[src/rtl/mem_stage_pkg.sv]
// Shared definitions for the MEM stage: memory op codes, access lengths,
// FSM state type and small op-decoding helpers.
package mem_stage_pkg;

    localparam int MEM_OP_W   = 4;
    localparam int REG_ADDR_W = 5;

    localparam logic RST_ENABLE = 1'b1;
    localparam logic TRUE_V     = 1'b1;
    localparam logic FALSE_V    = 1'b0;

    localparam logic [MEM_OP_W-1:0] MEM_NONE = 4'd0;
    localparam logic [MEM_OP_W-1:0] MEM_LB   = 4'd1;
    localparam logic [MEM_OP_W-1:0] MEM_LH   = 4'd2;
    localparam logic [MEM_OP_W-1:0] MEM_LW   = 4'd3;
    localparam logic [MEM_OP_W-1:0] MEM_LBU  = 4'd4;
    localparam logic [MEM_OP_W-1:0] MEM_LHU  = 4'd5;
    localparam logic [MEM_OP_W-1:0] MEM_SB   = 4'd6;
    localparam logic [MEM_OP_W-1:0] MEM_SH   = 4'd7;
    localparam logic [MEM_OP_W-1:0] MEM_SW   = 4'd8;

    // Byte count minus one, as the memory controller expects it.
    localparam logic [1:0] LEN_BYTE = 2'd0;
    localparam logic [1:0] LEN_HALF = 2'd1;
    localparam logic [1:0] LEN_WORD = 2'd3;

    typedef enum logic [1:0] {
        ST_IDLE = 2'd0,
        ST_REQ  = 2'd1,
        ST_WAIT = 2'd2,
        ST_DONE = 2'd3
    } mem_state_t;

    // True for any op that needs a memory access; unknown codes are not.
    function automatic logic is_mem_op(input logic [MEM_OP_W-1:0] op);
        case (op)
            MEM_LB, MEM_LH, MEM_LW, MEM_LBU, MEM_LHU,
            MEM_SB, MEM_SH, MEM_SW: is_mem_op = TRUE_V;
            default:                is_mem_op = FALSE_V;
        endcase
    endfunction

    function automatic logic is_store_op(input logic [MEM_OP_W-1:0] op);
        case (op)
            MEM_SB, MEM_SH, MEM_SW: is_store_op = TRUE_V;
            default:                is_store_op = FALSE_V;
        endcase
    endfunction

    function automatic logic [1:0] op_len(input logic [MEM_OP_W-1:0] op);
        case (op)
            MEM_LB, MEM_LBU, MEM_SB: op_len = LEN_BYTE;
            MEM_LH, MEM_LHU, MEM_SH: op_len = LEN_HALF;
            default:                 op_len = LEN_WORD;
        endcase
    endfunction

endpackage

[src/rtl/mem_load_ext.sv]
// Load data extension: turns the controller's raw (zero-extended) read data
// into the architectural register value for the given load op.
module mem_load_ext
    import mem_stage_pkg::*;
#(
    parameter int DATA_W = 32
) (
    input  logic [MEM_OP_W-1:0] i_op,
    input  logic [DATA_W-1:0]   i_raw,
    output logic [DATA_W-1:0]   o_data
);

    // Select sign or zero extension from the op's width and signedness.
    always_comb begin
        o_data = i_raw;
        case (i_op)
            MEM_LB:  o_data = {{(DATA_W-8){i_raw[7]}}, i_raw[7:0]};
            MEM_LH:  o_data = {{(DATA_W-16){i_raw[15]}}, i_raw[15:0]};
            MEM_LBU: o_data = {{(DATA_W-8){1'b0}}, i_raw[7:0]};
            MEM_LHU: o_data = {{(DATA_W-16){1'b0}}, i_raw[15:0]};
            default: o_data = i_raw;
        endcase
    end

endmodule

[src/rtl/mem_stage.sv]
// MEM stage: passes ALU results through to MEM_WB and runs loads/stores
// against the memory controller with a req/gnt/done handshake, stalling the
// front of the pipeline until the access has finished.
module mem_stage
    import mem_stage_pkg::*;
#(
    parameter int ADDR_W = 32,
    parameter int DATA_W = 32
) (
    input  logic                  clk_in,
    input  logic                  rst_in,
    input  logic [REG_ADDR_W-1:0] ex_reg_addr,
    input  logic [DATA_W-1:0]     ex_reg_data,
    input  logic                  ex_if_write,
    input  logic [MEM_OP_W-1:0]   ex_mem_op,
    input  logic [ADDR_W-1:0]     ex_mem_addr,
    input  logic [DATA_W-1:0]     ex_store_data,
    output logic                  mem_req_o,
    output logic                  mem_we_o,
    output logic [ADDR_W-1:0]     mem_addr_o,
    output logic [DATA_W-1:0]     mem_wdata_o,
    output logic [1:0]            mem_len_o,
    input  logic                  mem_gnt_i,
    input  logic                  mem_done_i,
    input  logic [DATA_W-1:0]     mem_rdata_i,
    output logic [REG_ADDR_W-1:0] mem_reg_addr,
    output logic [DATA_W-1:0]     mem_reg_data,
    output logic                  if_write,
    output logic                  stall_req_o
);

    mem_state_t            r_state;
    mem_state_t            w_next_state;
    logic                  r_req;
    logic                  r_we;
    logic [ADDR_W-1:0]     r_addr;
    logic [DATA_W-1:0]     r_wdata;
    logic [1:0]            r_len;
    logic [MEM_OP_W-1:0]   r_op;
    logic [DATA_W-1:0]     r_buf;
    logic [DATA_W-1:0]     w_ext;
    logic [DATA_W-1:0]     w_wdata;
    logic                  w_is_mem;
    logic                  w_rd_nonzero;

    assign w_is_mem     = is_mem_op(ex_mem_op);
    assign w_rd_nonzero = (ex_reg_addr != 5'd0);

    assign mem_req_o   = r_req;
    assign mem_we_o    = r_we;
    assign mem_addr_o  = r_addr;
    assign mem_wdata_o = r_wdata;
    assign mem_len_o   = r_len;

    mem_load_ext #(
        .DATA_W (DATA_W)
    ) u_load_ext (
        .i_op   (r_op),
        .i_raw  (r_buf),
        .o_data (w_ext)
    );

    // Store data with the bytes beyond the access width cleared.
    always_comb begin
        w_wdata = ex_store_data;
        case (ex_mem_op)
            MEM_SB:  w_wdata = {{(DATA_W-8){1'b0}}, ex_store_data[7:0]};
            MEM_SH:  w_wdata = {{(DATA_W-16){1'b0}}, ex_store_data[15:0]};
            default: w_wdata = ex_store_data;
        endcase
    end

    // FSM state register; reset aborts any outstanding access.
    always_ff @(posedge clk_in) begin
        if (rst_in == RST_ENABLE) begin
            r_state <= ST_IDLE;
        end else begin
            r_state <= w_next_state;
        end
    end

    // Request fields and load buffer, updated on handshake events.
    always_ff @(posedge clk_in) begin
        if (rst_in == RST_ENABLE) begin
            r_req   <= FALSE_V;
            r_we    <= FALSE_V;
            r_addr  <= '0;
            r_wdata <= '0;
            r_len   <= LEN_BYTE;
            r_op    <= MEM_NONE;
            r_buf   <= '0;
        end else begin
            case (r_state)
                ST_IDLE: begin
                    if (w_is_mem) begin
                        r_req   <= TRUE_V;
                        r_we    <= is_store_op(ex_mem_op);
                        r_addr  <= ex_mem_addr;
                        r_wdata <= w_wdata;
                        r_len   <= op_len(ex_mem_op);
                        r_op    <= ex_mem_op;
                    end
                end
                ST_REQ: begin
                    if (mem_gnt_i) begin
                        r_req <= FALSE_V;
                        if (mem_done_i) begin
                            r_buf <= mem_rdata_i;
                        end
                    end
                end
                ST_WAIT: begin
                    if (mem_done_i) begin
                        r_buf <= mem_rdata_i;
                    end
                end
                default: begin
                    r_req <= FALSE_V;
                end
            endcase
        end
    end

    // Next-state and MEM_WB/stall outputs, all zero while reset is asserted.
    always_comb begin
        w_next_state = r_state;
        mem_reg_addr = ex_reg_addr;
        mem_reg_data = ex_reg_data;
        if_write     = FALSE_V;
        stall_req_o  = FALSE_V;
        if (rst_in == RST_ENABLE) begin
            w_next_state = ST_IDLE;
            mem_reg_addr = '0;
            mem_reg_data = '0;
        end else begin
            case (r_state)
                ST_IDLE: begin
                    if (w_is_mem) begin
                        stall_req_o  = TRUE_V;
                        w_next_state = ST_REQ;
                    end else begin
                        if_write = ex_if_write && w_rd_nonzero;
                    end
                end
                ST_REQ: begin
                    stall_req_o = TRUE_V;
                    if (mem_gnt_i) begin
                        w_next_state = mem_done_i ? ST_DONE : ST_WAIT;
                    end
                end
                ST_WAIT: begin
                    stall_req_o = TRUE_V;
                    if (mem_done_i) begin
                        w_next_state = ST_DONE;
                    end
                end
                ST_DONE: begin
                    w_next_state = ST_IDLE;
                    if (is_store_op(r_op)) begin
                        if_write = FALSE_V;
                    end else begin
                        mem_reg_data = w_ext;
                        if_write     = ex_if_write && w_rd_nonzero;
                    end
                end
                default: begin
                    w_next_state = ST_IDLE;
                end
            endcase
        end
    end

endmodule

[config.mk]
export PLATFORM = sky130hd
export DESIGN_NAME = mem_stage
export DESIGN_NICKNAME = d
export VERILOG_FILES = /design/src/rtl/mem_stage_pkg.sv /design/src/rtl/mem_load_ext.sv /design/src/rtl/mem_stage.sv
export SDC_FILE = /design/constraint.sdc
export NUM_CORES = 1
export LEC_CHECK = 0
export ABC_AREA = 1
export CAP_MARGIN = 20
export CORE_UTILIZATION = 44
export CTS_BUF_LIST = sky130_fd_sc_hd__clkbuf_8
export CTS_CLUSTER_SIZE = 30
export DETAILED_ROUTE_END_ITERATION = 10
export GPL_ROUTABILITY_DRIVEN = 0
export HOLD_SLACK_MARGIN = 0.03
export PLACE_DENSITY = 0.88
export SETUP_SLACK_MARGIN = 0.5
export SLEW_MARGIN = 20
export SYNTH_ARGS = -nofsm -noshare
export SYNTH_HDL_FRONTEND = slang
export SYNTH_SLANG_ARGS = --single-unit
[constraint.sdc]
create_clock -name clk_in -period 3.6 [get_ports clk_in]
set_clock_uncertainty 0.15 [all_clocks]
set_input_delay 0.72 -clock clk_in [delete_from_list [all_inputs] [get_ports clk_in]]
set_output_delay 0.72 -clock clk_in [all_outputs]
set_load 0.03 [all_outputs]
Word-level counts from Yosys, hierarchy flattened
Memory sizes are Yosys's and may differ from the RTL's.
Cells that the tools add are included.
{ "word_totals": {"regBits": 106, "latch_bits": 0, "ram_bits": 0, "mem_bits_ro": 16, "inputBits": 142, "output_inout_bits": 107, "elab_cells": 72, "mem_count": 1} }
{ "classes": {"n_addsub": 0, "mul": 0, "div": 0, "magnitude_cmp": 0, "eq_ne": 20, "n_shift": 0, "mux": 29, "bitwise_logic": 1, "reduce_logical": 13} }
{ "mem_list": {"columns": ["name", "depth", "word_bits", "read_ports", "rd_ports_with_merged_regs", "wr", "line_no", "text"], "rows": [
  ["(name not given)", 16, 1, 1, 0, 0, "mem_stage_pkg.sv:36", "case (op)"]
]} }
{ "ops": {"columns": ["cell", "n"], "rows": [
  ["32-bit 2-to-1 mux", 5],
  ["32-bit one-hot mux with 2 select lines", 2],
  ["32-bit one-hot mux with 4 select lines", 1],
  ["4-bit by 3-bit == test with 1-bit output, second input constant", 8],
  ["1-bit 2-to-1 mux", 12],
  ["3-bit OR reduction", 4],
  ["4-bit by 1-bit == test with 1-bit output, second input constant", 2],
  ["4-bit by 2-bit == test with 1-bit output, second input constant", 2],
  ["4-bit == test, second input constant", 2],
  ["2-bit one-hot mux with 4 select lines", 1],
  ["2-bit 2-to-1 mux", 3],
  ["2-bit != test, second input constant", 3],
  ["3-bit AND reduction", 2],
  ["5-bit 2-to-1 mux", 1],
  ["5-bit nonzero test", 1],
  ["2-bit == test, second input constant", 2],
  ["1-bit one-hot mux with 2 select lines", 2],
  ["2-bit one-hot mux with 2 select lines", 1],
  ["2-bit AND reduction", 2],
  ["1-bit one-hot mux with 3 select lines", 1],
  ["2-bit by 1-bit == test with 1-bit output, second input constant", 1],
  ["2-bit zero test", 1],
  ["2-bit nonzero test", 1],
  ["2-bit OR reduction", 1],
  ["2 further kinds", 2]
]} }

Longest topological paths before layout
Gate-level depths: netlist of the first run.
{ "depth": {"depth_word": 8, "depth_mapped": 9, "mapped_depth_nobuf": 8} }

Hierarchy
From an unflattened synthesis of the first run, not the netlist that was laid out.
{ "hier_totals": {"cells_unflattened": 754, "hier_area_um2": 5114.9} }
{ "by_module_without_submodules": {"columns": ["module", "instances", "cells_per_inst", "area_per_inst_um2", "seq_area_each_um2"], "rows": [
  ["mem_stage", 1, 636, 4529.3, 2122.0],
  ["mem_load_ext", 1, 118, 585.6, 0.0]
]} }

Worst setup path after synthesis of the first run
OpenSTA, ideal clock, no wires.
{ "synth_path": {"path_type": "input-to-output", "startpoint": "input port rst_in", "endpoint": "output port mem_reg_data[0]", "t_arrival_ns": 1.847, "required_time_ns": 2.730, "slack_ns": 0.883, "stages": 6, "path_buffers": 3, "cell_sequence": "clkbuf_1 -> inv_1 -> buf_2 -> clkbuf_1 -> o21ai_0 -> nor2_1"} }
{ "synth_via": {"elab_chain_len": 1} }
{ "synth_lines": {"columns": ["item", "line_no", "text"], "rows": [
  ["from (decl)", "mem_stage.sv:11", "input logic rst_in,"],
  ["32-bit 2-to-1 mux", "mem_stage.sv:131", "if (rst_in == RST_ENABLE) begin"],
  ["to (decl)", "mem_stage.sv:27", "output logic [DATA_W-1:0] mem_reg_data,"]
]} }
Every way passes these cells.

Final worst setup path of the first run
{ "layout_path": {"startpoint": "register r_state[1]", "endpoint": "output port mem_reg_data[11]"} }
{ "layout_via": {"elab_chain_len": 3} }
{ "layout_lines": {"columns": ["item", "line_no", "text"], "rows": [
  ["from (decl)", "mem_stage.sv:32", "mem_state_t r_state;"],
  ["from (signal assigned)", "mem_stage.sv:78", "r_state <= w_next_state;"],
  ["2-bit == test", "mem_stage.sv:136", "case (r_state)"],
  ["32-bit 2-to-1 mux", "mem_stage.sv:136", null],
  ["32-bit 2-to-1 mux", "mem_stage.sv:131", null]
]} }
Every way passes these cells.

==> impl_metrics.json, run 1 <==
{
  "yosys_reg_bits": 106,
  "grt_first_pass_wirelength_mm": 23.72,
  "grt.met3_usage_pct": 9.647,
  "syn_area_sq_um": 4706,
  "final_hold_viol_count": 0,
  "final_core_utilization_pct": 72.27,
  "crit_path_cell_trace": "ha_1, nand2_1, nor2_2, buf_12, nand2_2, a21oi_1, nor2_1, dlygate4sd2_1",
  "async_reset_ff_share_pct": 0,
  "worst_ep_arrival_time_ns": 2.10,
  "worstReg2RegStart": "r_state[0]",
  "worst_slew_pin_slew_ns": 0.6460,
  "gr-usage-all-layers_pct": 26.44,
  "detailed_place_hpwl_mm": 10.53,
  "cts_max_level": 3,
  "clk_path_buf_depth": 2,
  "1st_iter_drt_viols": 258,
  "finalSetupTns_ns": 0,
  "maxCapViolations": 0,
  "timing.final.max_slew_violations": 0,
  "antenna_found_initial": 1,
  "portBuffers": 248,
  "place_inst": 1025,
  "cellLeakagePower_nw": 3.131,
  "clock_tree_sinks": 106,
  "detailedRoute.firstPassIterationCount": 4,
  "remaining_global_route_overflow": 0,
  "use_met2_pct": 45.21,
  "core_area_sq_um": 10320,
  "critPathCapture": "mem_reg_data[11]",
  "synthCells": 673,
  "dpl_cell_area_sq_um": 7223,
  "whs_ns": 0.3034,
  "yosys-top-cells-count": "nor2_1 (136), nand2_1 (125), dfxtp_1 (106), a21oi_1 (96), o21ai_0 (74)",
  "final_min_period_over_clock_period_pct": 82.58,
  "synth_top_area_share_pct": 45.09,
  "source_of_the_critical_timing_path": "r_state[1]",
  "setup_viol": 0,
  "synth-warning-count": 0,
  "globalRouteMet1Util_pct": 30.33,
  "grt_pass1_vias": 4977,
  "reg_to_reg_slack_setup_ns": 1.45,
  "die_y_microns": 105.4,
  "fp.dieArea_sq_um": 11110,
  "synth_edf_count": 0,
  "avgViaCountPerCell": 5.036,
  "primary_flip_flop_cell_chosen_by_synthesis_mapping": "dfxtp_1",
  "tritoncts.num_buffers": 9,
  "grt-busiest-layer": "met2",
  "worstSkewPairLatency_ns": 0.36,
  "design_area_sq_um": 7461,
  "fin_cells": 1042,
  "path_delay_family": "buffers and inverters",
  "max_slew_margin_pct": 56.93,
  "power_density_over_cell_area_nw_per_um2": 616.0,
  "initial_utilization_pct": 45.58,
  "synth_top_area_cell": "dfxtp_1",
  "worstReg2RegEnd": "mem_wdata_o[15]",
  "postLayoutSetupSlackWorst_ns": 0.6273,
  "syn_to_final_growth_pct": 58.55,
  "drc": 0,
  "ir_worst_vdd_mv": 0.3587,
  "clk_pin_slew_worst_paths_ns": 0.10,
  "syn_area_per_cell_sq_um": 6.992,
  "min_path_cells": 2,
  "cts_tree": "built",
  "root_buffer": "clkbuf_8",
  "hold_class": "register to register",
  "netlist_top_cells_area": "dfxtp_1 (45%), nor2_1 (11%), a21oi_1 (10%)",
  "synth.distinct_cells": 21,
  "synthesis.nets": 820,
  "run_status": "completed",
  "finalWorstPathRequiredPeriod_ns": 2.973,
  "critical-path-max-stage-delay_ns": 0.39,
  "required_ns": 2.73,
  "cts_hold_repair.buffers": 0,
  "critPathMaxFanout": 33,
  "post_route_cells_drive_above_1_share_pct": 6.733,
  "routed_wirelength_mm": 14.77,
  "finalNetCount": 1048,
  "num_antenna_cells": 0,
  "synthMostInstantiatedCell": "nor2_1",
  "crit_path_top_delay_cell": "dfxtp_2",
  "dr_total_vias": 5248,
  "die_w_microns": 105.4,
  "dp_slack_ns": 0.4731,
  "grt_setup_unrepaired": "yes",
  "finalPower_mw": 4.596,
  "crit_buf_inv": 2,
  "grt_max_degree": 71,
  "cp-start-kind": "register",
  "max_freq_mhz": 336.4,
  "ant_nets": 0,
  "worst-setup-path-type": "register to output port",
  "worstRegToRegCells": 7,
  "core.rowCount": 37,
  "path_depth": 8,
  "top_level_ports": 249,
  "post_drt_wl_per_cell_microns": 14.17,
  "critical_path.endpoint_type": "output port",
  "synth.yosys.seq_area_share_pct": 45.09
}
==> worst register-to-register path, delay by kind of cell, from the launching register on <==
family,cells,cell delay (ns)
buffers and inverters,2,0.63
adders and majority gates,1,0.29
DFF,1,0.36
and+or+nand+nor,3,0.46
AOI/OAI and AO/OA,1,0.21
==> area by class of cell <==
cell class | count | area [sq um]
repair buffers | 262 | 2560
well taps | 136 | 170.2
inverters | 25 | 93.84
clock inverters | 6 | 73.82
fillers | 857 | 2863
clock buffers | 10 | 137.6
flip-flops and latches | 106 | 2126
multi-input cells | 497 | 2300
==> placed cells by master, fill, tap and decap left out, drive strengths merged, types with 20 or more instances in the layout <==
| cell | n |
|---|---|
| dfxtp | 106 |
| o21ai | 80 |
| inv | 27 |
| a21oi | 96 |
| nand2 | 126 |
| nand3 | 31 |
| nor2 | 138 |
| dlygate4sd2 | 20 |
| clkdlybuf4s50 | 211 |
| buf | 26 |
==> worst min-delay path by stage <==
stage	endpoint	slack [ns]	startpoint
4_1_cts	mem_req_o	0.30	mem_req_o
6_report	mem_req_o	0.30	mem_req_o
5_1_grt	mem_addr_o[17]	0.33	mem_addr_o[17]
3_5_place_dp	mem_req_o	0.29	mem_req_o
3_3_place_gp	mem_req_o	0.29	mem_req_o
2_1_floorplan	r_op[0]	0.30	r_op[0]
==> where the power goes <==
part	switching [mW]	internal [mW]	leakage (nW)	total [mW]
clock network	0.418	0.349	0.101	0.768
logic	1.33	0.855	2.16	2.19
registers	0.159	1.48	0.872	1.64
total	1.91	2.69	3.13	4.60
==> cell families after synthesis <==
| group | after synthesis | synth area share, % |
|---|---|---|
| and+or+nand+nor | 316 | 28.29 |
| AOI/OAI and AO/OA | 176 | 18.72 |
| DFF | 106 | 45.09 |
| buffers and inverters | 70 | 6.567 |
| adders and majority gates | 5 | 1.329 |
==> repair_timing <==
item | 4_1_cts | 5_1_grt
pin swaps | 0 | 1
setup buffers | 0 | 1
gates resized for setup | 27 | 11
endpoints found under the setup margin | 24 | 25
==> sequential cells by signal, indices dropped and copies added, names as in the netlist <==
signal / count
r_state: 2
r_op: 4
mem_wdata_o: 32
r_buf: 32
mem_we_o: 1
mem_addr_o: 32
mem_req_o: 1
mem_len_o: 2
==> layer usage <==
metal / wire (microns) / part of all wire (%) / vias up
met5: 10 / 0.068 / -
met4: 280 / 1.9 / 2
met3: 1469 / 9.9 / 24
met2: 7019 / 48 / 204
met1: 5987 / 41 / 2368
li1: - / - / 2650
(Power assumes the default switching activity.)
==> inputs of run 2 (changes only) <==
--- a/config.mk
+++ b/config.mk
@@ -7,13 +7,13 @@
 export LEC_CHECK = 0
 export ABC_AREA = 1
 export CAP_MARGIN = 20
-export CORE_UTILIZATION = 44
+export CORE_UTILIZATION = 41
 export CTS_BUF_LIST = sky130_fd_sc_hd__clkbuf_8
 export CTS_CLUSTER_SIZE = 30
 export DETAILED_ROUTE_END_ITERATION = 10
 export GPL_ROUTABILITY_DRIVEN = 0
 export HOLD_SLACK_MARGIN = 0.03
-export PLACE_DENSITY = 0.88
+export PLACE_DENSITY = 0.83
 export SETUP_SLACK_MARGIN = 0.5
 export SLEW_MARGIN = 20
 export SYNTH_ARGS = -nofsm -noshare
==> constraint.sdc (replaced) <==
create_clock -name clk_in -period 2.8 [get_ports clk_in]
set_clock_uncertainty 0.15 [all_clocks]
set_input_delay 0.56 -clock clk_in [delete_from_list [all_inputs] [get_ports clk_in]]
set_output_delay 0.56 -clock clk_in [all_outputs]
set_load 0.03 [all_outputs]
==> run 2 against run 1 <==
  * Die area up 7.2%
  * Design area up 11%
  * Sequential power up 29%
  * Via count up 6.0%
  * Routed wire length up 16%
  * Combinational power up 56%
  * First-iteration DRC count up 19%
  * Setup slack worse by 0.50 ns
  * Largest power group unchanged
==> impl_metrics.json, run 2 (synthesis gave the netlist of run 1 again) <==
{
  "finalPower_mw": 6.422,
  "detailedRoute.firstPassIterationCount": 5,
  "routed_wirelength_mm": 17.16,
  "initial_utilization_pct": 42.66,
  "cts_hold_repair.buffers": 0,
  "tritoncts.num_buffers": 9,
  "maxCapViolations": 0,
  "clk_pin_slew_worst_paths_ns": 0.10,
  "final_hold_viol_count": 0,
  "cts_tree": "built",
  "timing.final.max_slew_violations": 0,
  "worst-setup-path-type": "register to output port",
  "grt_pass1_vias": 5191,
  "ir_worst_vdd_mv": 0.4318,
  "ant_nets": 0,
  "source_of_the_critical_timing_path": "r_op[3]",
  "worstRegToRegCells": 10,
  "required_ns": 2.09,
  "reg_to_reg_slack_setup_ns": 0.83,
  "final_core_utilization_pct": 75.27,
  "n_fill_cell": 812,
  "core.rowCount": 38,
  "detailed_place_hpwl_mm": 10.41,
  "power_density_over_cell_area_nw_per_um2": 773.5,
  "1st_iter_drt_viols": 307,
  "crit_path_top_delay_cell": "dfxtp_4",
  "max_slew_margin_pct": 66.04,
  "worst_slew_pin_slew_ns": 0.5088,
  "hold_class": "register to register",
  "core_area_sq_um": 11030,
  "avgViaCountPerCell": 5.140,
  "top_level_ports": 249,
  "critical-path-max-stage-delay_ns": 0.40,
  "max_freq_mhz": 374.1,
  "design_area_sq_um": 8303,
  "critPathMaxFanout": 8,
  "grt_max_degree": 70,
  "critical_path.endpoint_type": "output port",
  "die_w_microns": 109.1,
  "setup_viol": 0,
  "finalNetCount": 1084,
  "root_buffer": "clkbuf_8",
  "cts_max_level": 3,
  "run_status": "completed",
  "commonest_non_fill_non_tap_cell_in_the_layout": "clkdlybuf4s50_1",
  "grt_setup_unrepaired": "yes",
  "worstSkewPairLatency_ns": 0.36,
  "crit_path_cell_trace": "buf_6, nor2_4, nand3_4, nand3_4, nand3_2, a21oi_2, buf_6",
  "finalSetupTns_ns": 0,
  "drc": 0,
  "clk_path_buf_depth": 2,
  "clock_tree_sinks": 106,
  "dr_total_vias": 5562,
  "antenna_found_initial": 1,
  "post_drt_wl_per_cell_microns": 15.86,
  "worstReg2RegEnd": "r_buf[18]",
  "die_y_microns": 109.1,
  "cellLeakagePower_nw": 3.367,
  "gr-usage-all-layers_pct": 26.70,
  "cp-start-kind": "register",
  "worstReg2RegStart": "r_state[1]",
  "critPathCapture": "mem_reg_data[29]",
  "post_route_cells_drive_above_1_share_pct": 20.40,
  "finalWorstPathRequiredPeriod_ns": 2.673,
  "remaining_global_route_overflow": 0,
  "dpl_cell_area_sq_um": 7293,
  "syn_to_final_growth_pct": 76.44,
  "worst_ep_arrival_time_ns": 1.96,
  "portBuffers": 248,
  "final_min_period_over_clock_period_pct": 95.47,
  "fp.dieArea_sq_um": 11910,
  "grt_first_pass_wirelength_mm": 24.86,
  "layout_common_cells": "clkdlybuf4s50_1 (204), nor2_1 (118), nand2_1 (115)"
}
-- run 2: cell types whose count changed in the layout (fill, tap and decap cells not counted), moves of 9 or more --
cell,change
nand2_1,-9
a21oi_2,+12
nor2_1,-17
o21ai_2,+9
o21ai_0,-10
nor2_2,+10
dlygate4sd2_1,-17
a21oi_1,-13
buf_4,+15
nand3_1,-13
buf_6,+35
-- run 2: critical path: cells and delay by family, from the launching register on --
family          cells  cell delay (ns)
flops               1             0.40
buf+inv             2             0.30
simple gates        4             0.65
compound gates      1             0.25
-- run 2: through the flow --
stage | instances | setup WS [ns] | hold WS, ns
finish | 1082 | 0.1269 | 0.3147
global route | 1082 | 0.06938 | 0.3290
CTS | 1072 | 0.2567 | 0.3145
detailed placement | 1037 | 0.1968 | 0.3002
global placement | 1037 | 0.1989 | 0.2951
floorplan | 673 | 0.4893 | 0.3035
-- run 2: worst min-delay path by stage --
stage | startpoint | to | cells past startpoint
after floorplan | r_op[0] | r_op[0] | 2
after CTS | mem_req_o | mem_req_o | 2
after global routing | mem_addr_o[16] | mem_addr_o[16] | 2
after global placement | mem_req_o | mem_req_o | 2
final | mem_req_o | mem_req_o | 2
after detailed placement | mem_req_o | mem_req_o | 2
-- run 2: layer usage --
metal / global-route usage, % / part of all wire (%) / vias up
met4: 9.653 / 1.4 / 0
met2: 48.43 / 52 / 221
met3: 9.085 / 9.5 / 17
met5: 0 / 0 / -
met1: 28.46 / 37 / 2596
li1: - / - / 2728
-- run 2: timing repair --
item	4_1_cts	5_1_grt
gates resized for setup	163	59
hold endpoints to repair	0	0
cloned	6	0
buffers inserted	14	9
pin swaps	24	29
setup endpoints to repair	39	38
-- run 2: power breakdown --
part	switching, mW	internal [mW]	total [mW]
Clock	0.546	0.332	0.878
Combinational	2.00	1.42	3.42
Sequential	0.209	1.91	2.12
Total	2.76	3.67	6.42
-- run 2: area by class of cell --
cell class                      count  area [sq um]  area share, %
Tap cell                          140         175.2          2.110
Timing Repair Buffer              297          3020          36.38
Inverter                           25         103.9          1.251
Clock inverter                      6         50.05         0.6028
Clock buffer                        9         123.9          1.492
Antenna cell                        1         2.502        0.03014
Multi-Input combinational cell    498          2688          32.37
Sequential cell                   106          2140          25.77
==> inputs of run 3 (changes only) <==
--- a/config.mk
+++ b/config.mk
@@ -7,6 +7,7 @@
 export LEC_CHECK = 0
 export ABC_AREA = 1
 export CAP_MARGIN = 20
+export CORE_MARGIN = 1
 export CORE_UTILIZATION = 41
 export CTS_BUF_LIST = sky130_fd_sc_hd__clkbuf_8
 export CTS_CLUSTER_SIZE = 30
==> results of run 3 <==
Same layout as run 2: the final DEF is identical, and so are final timing and power.
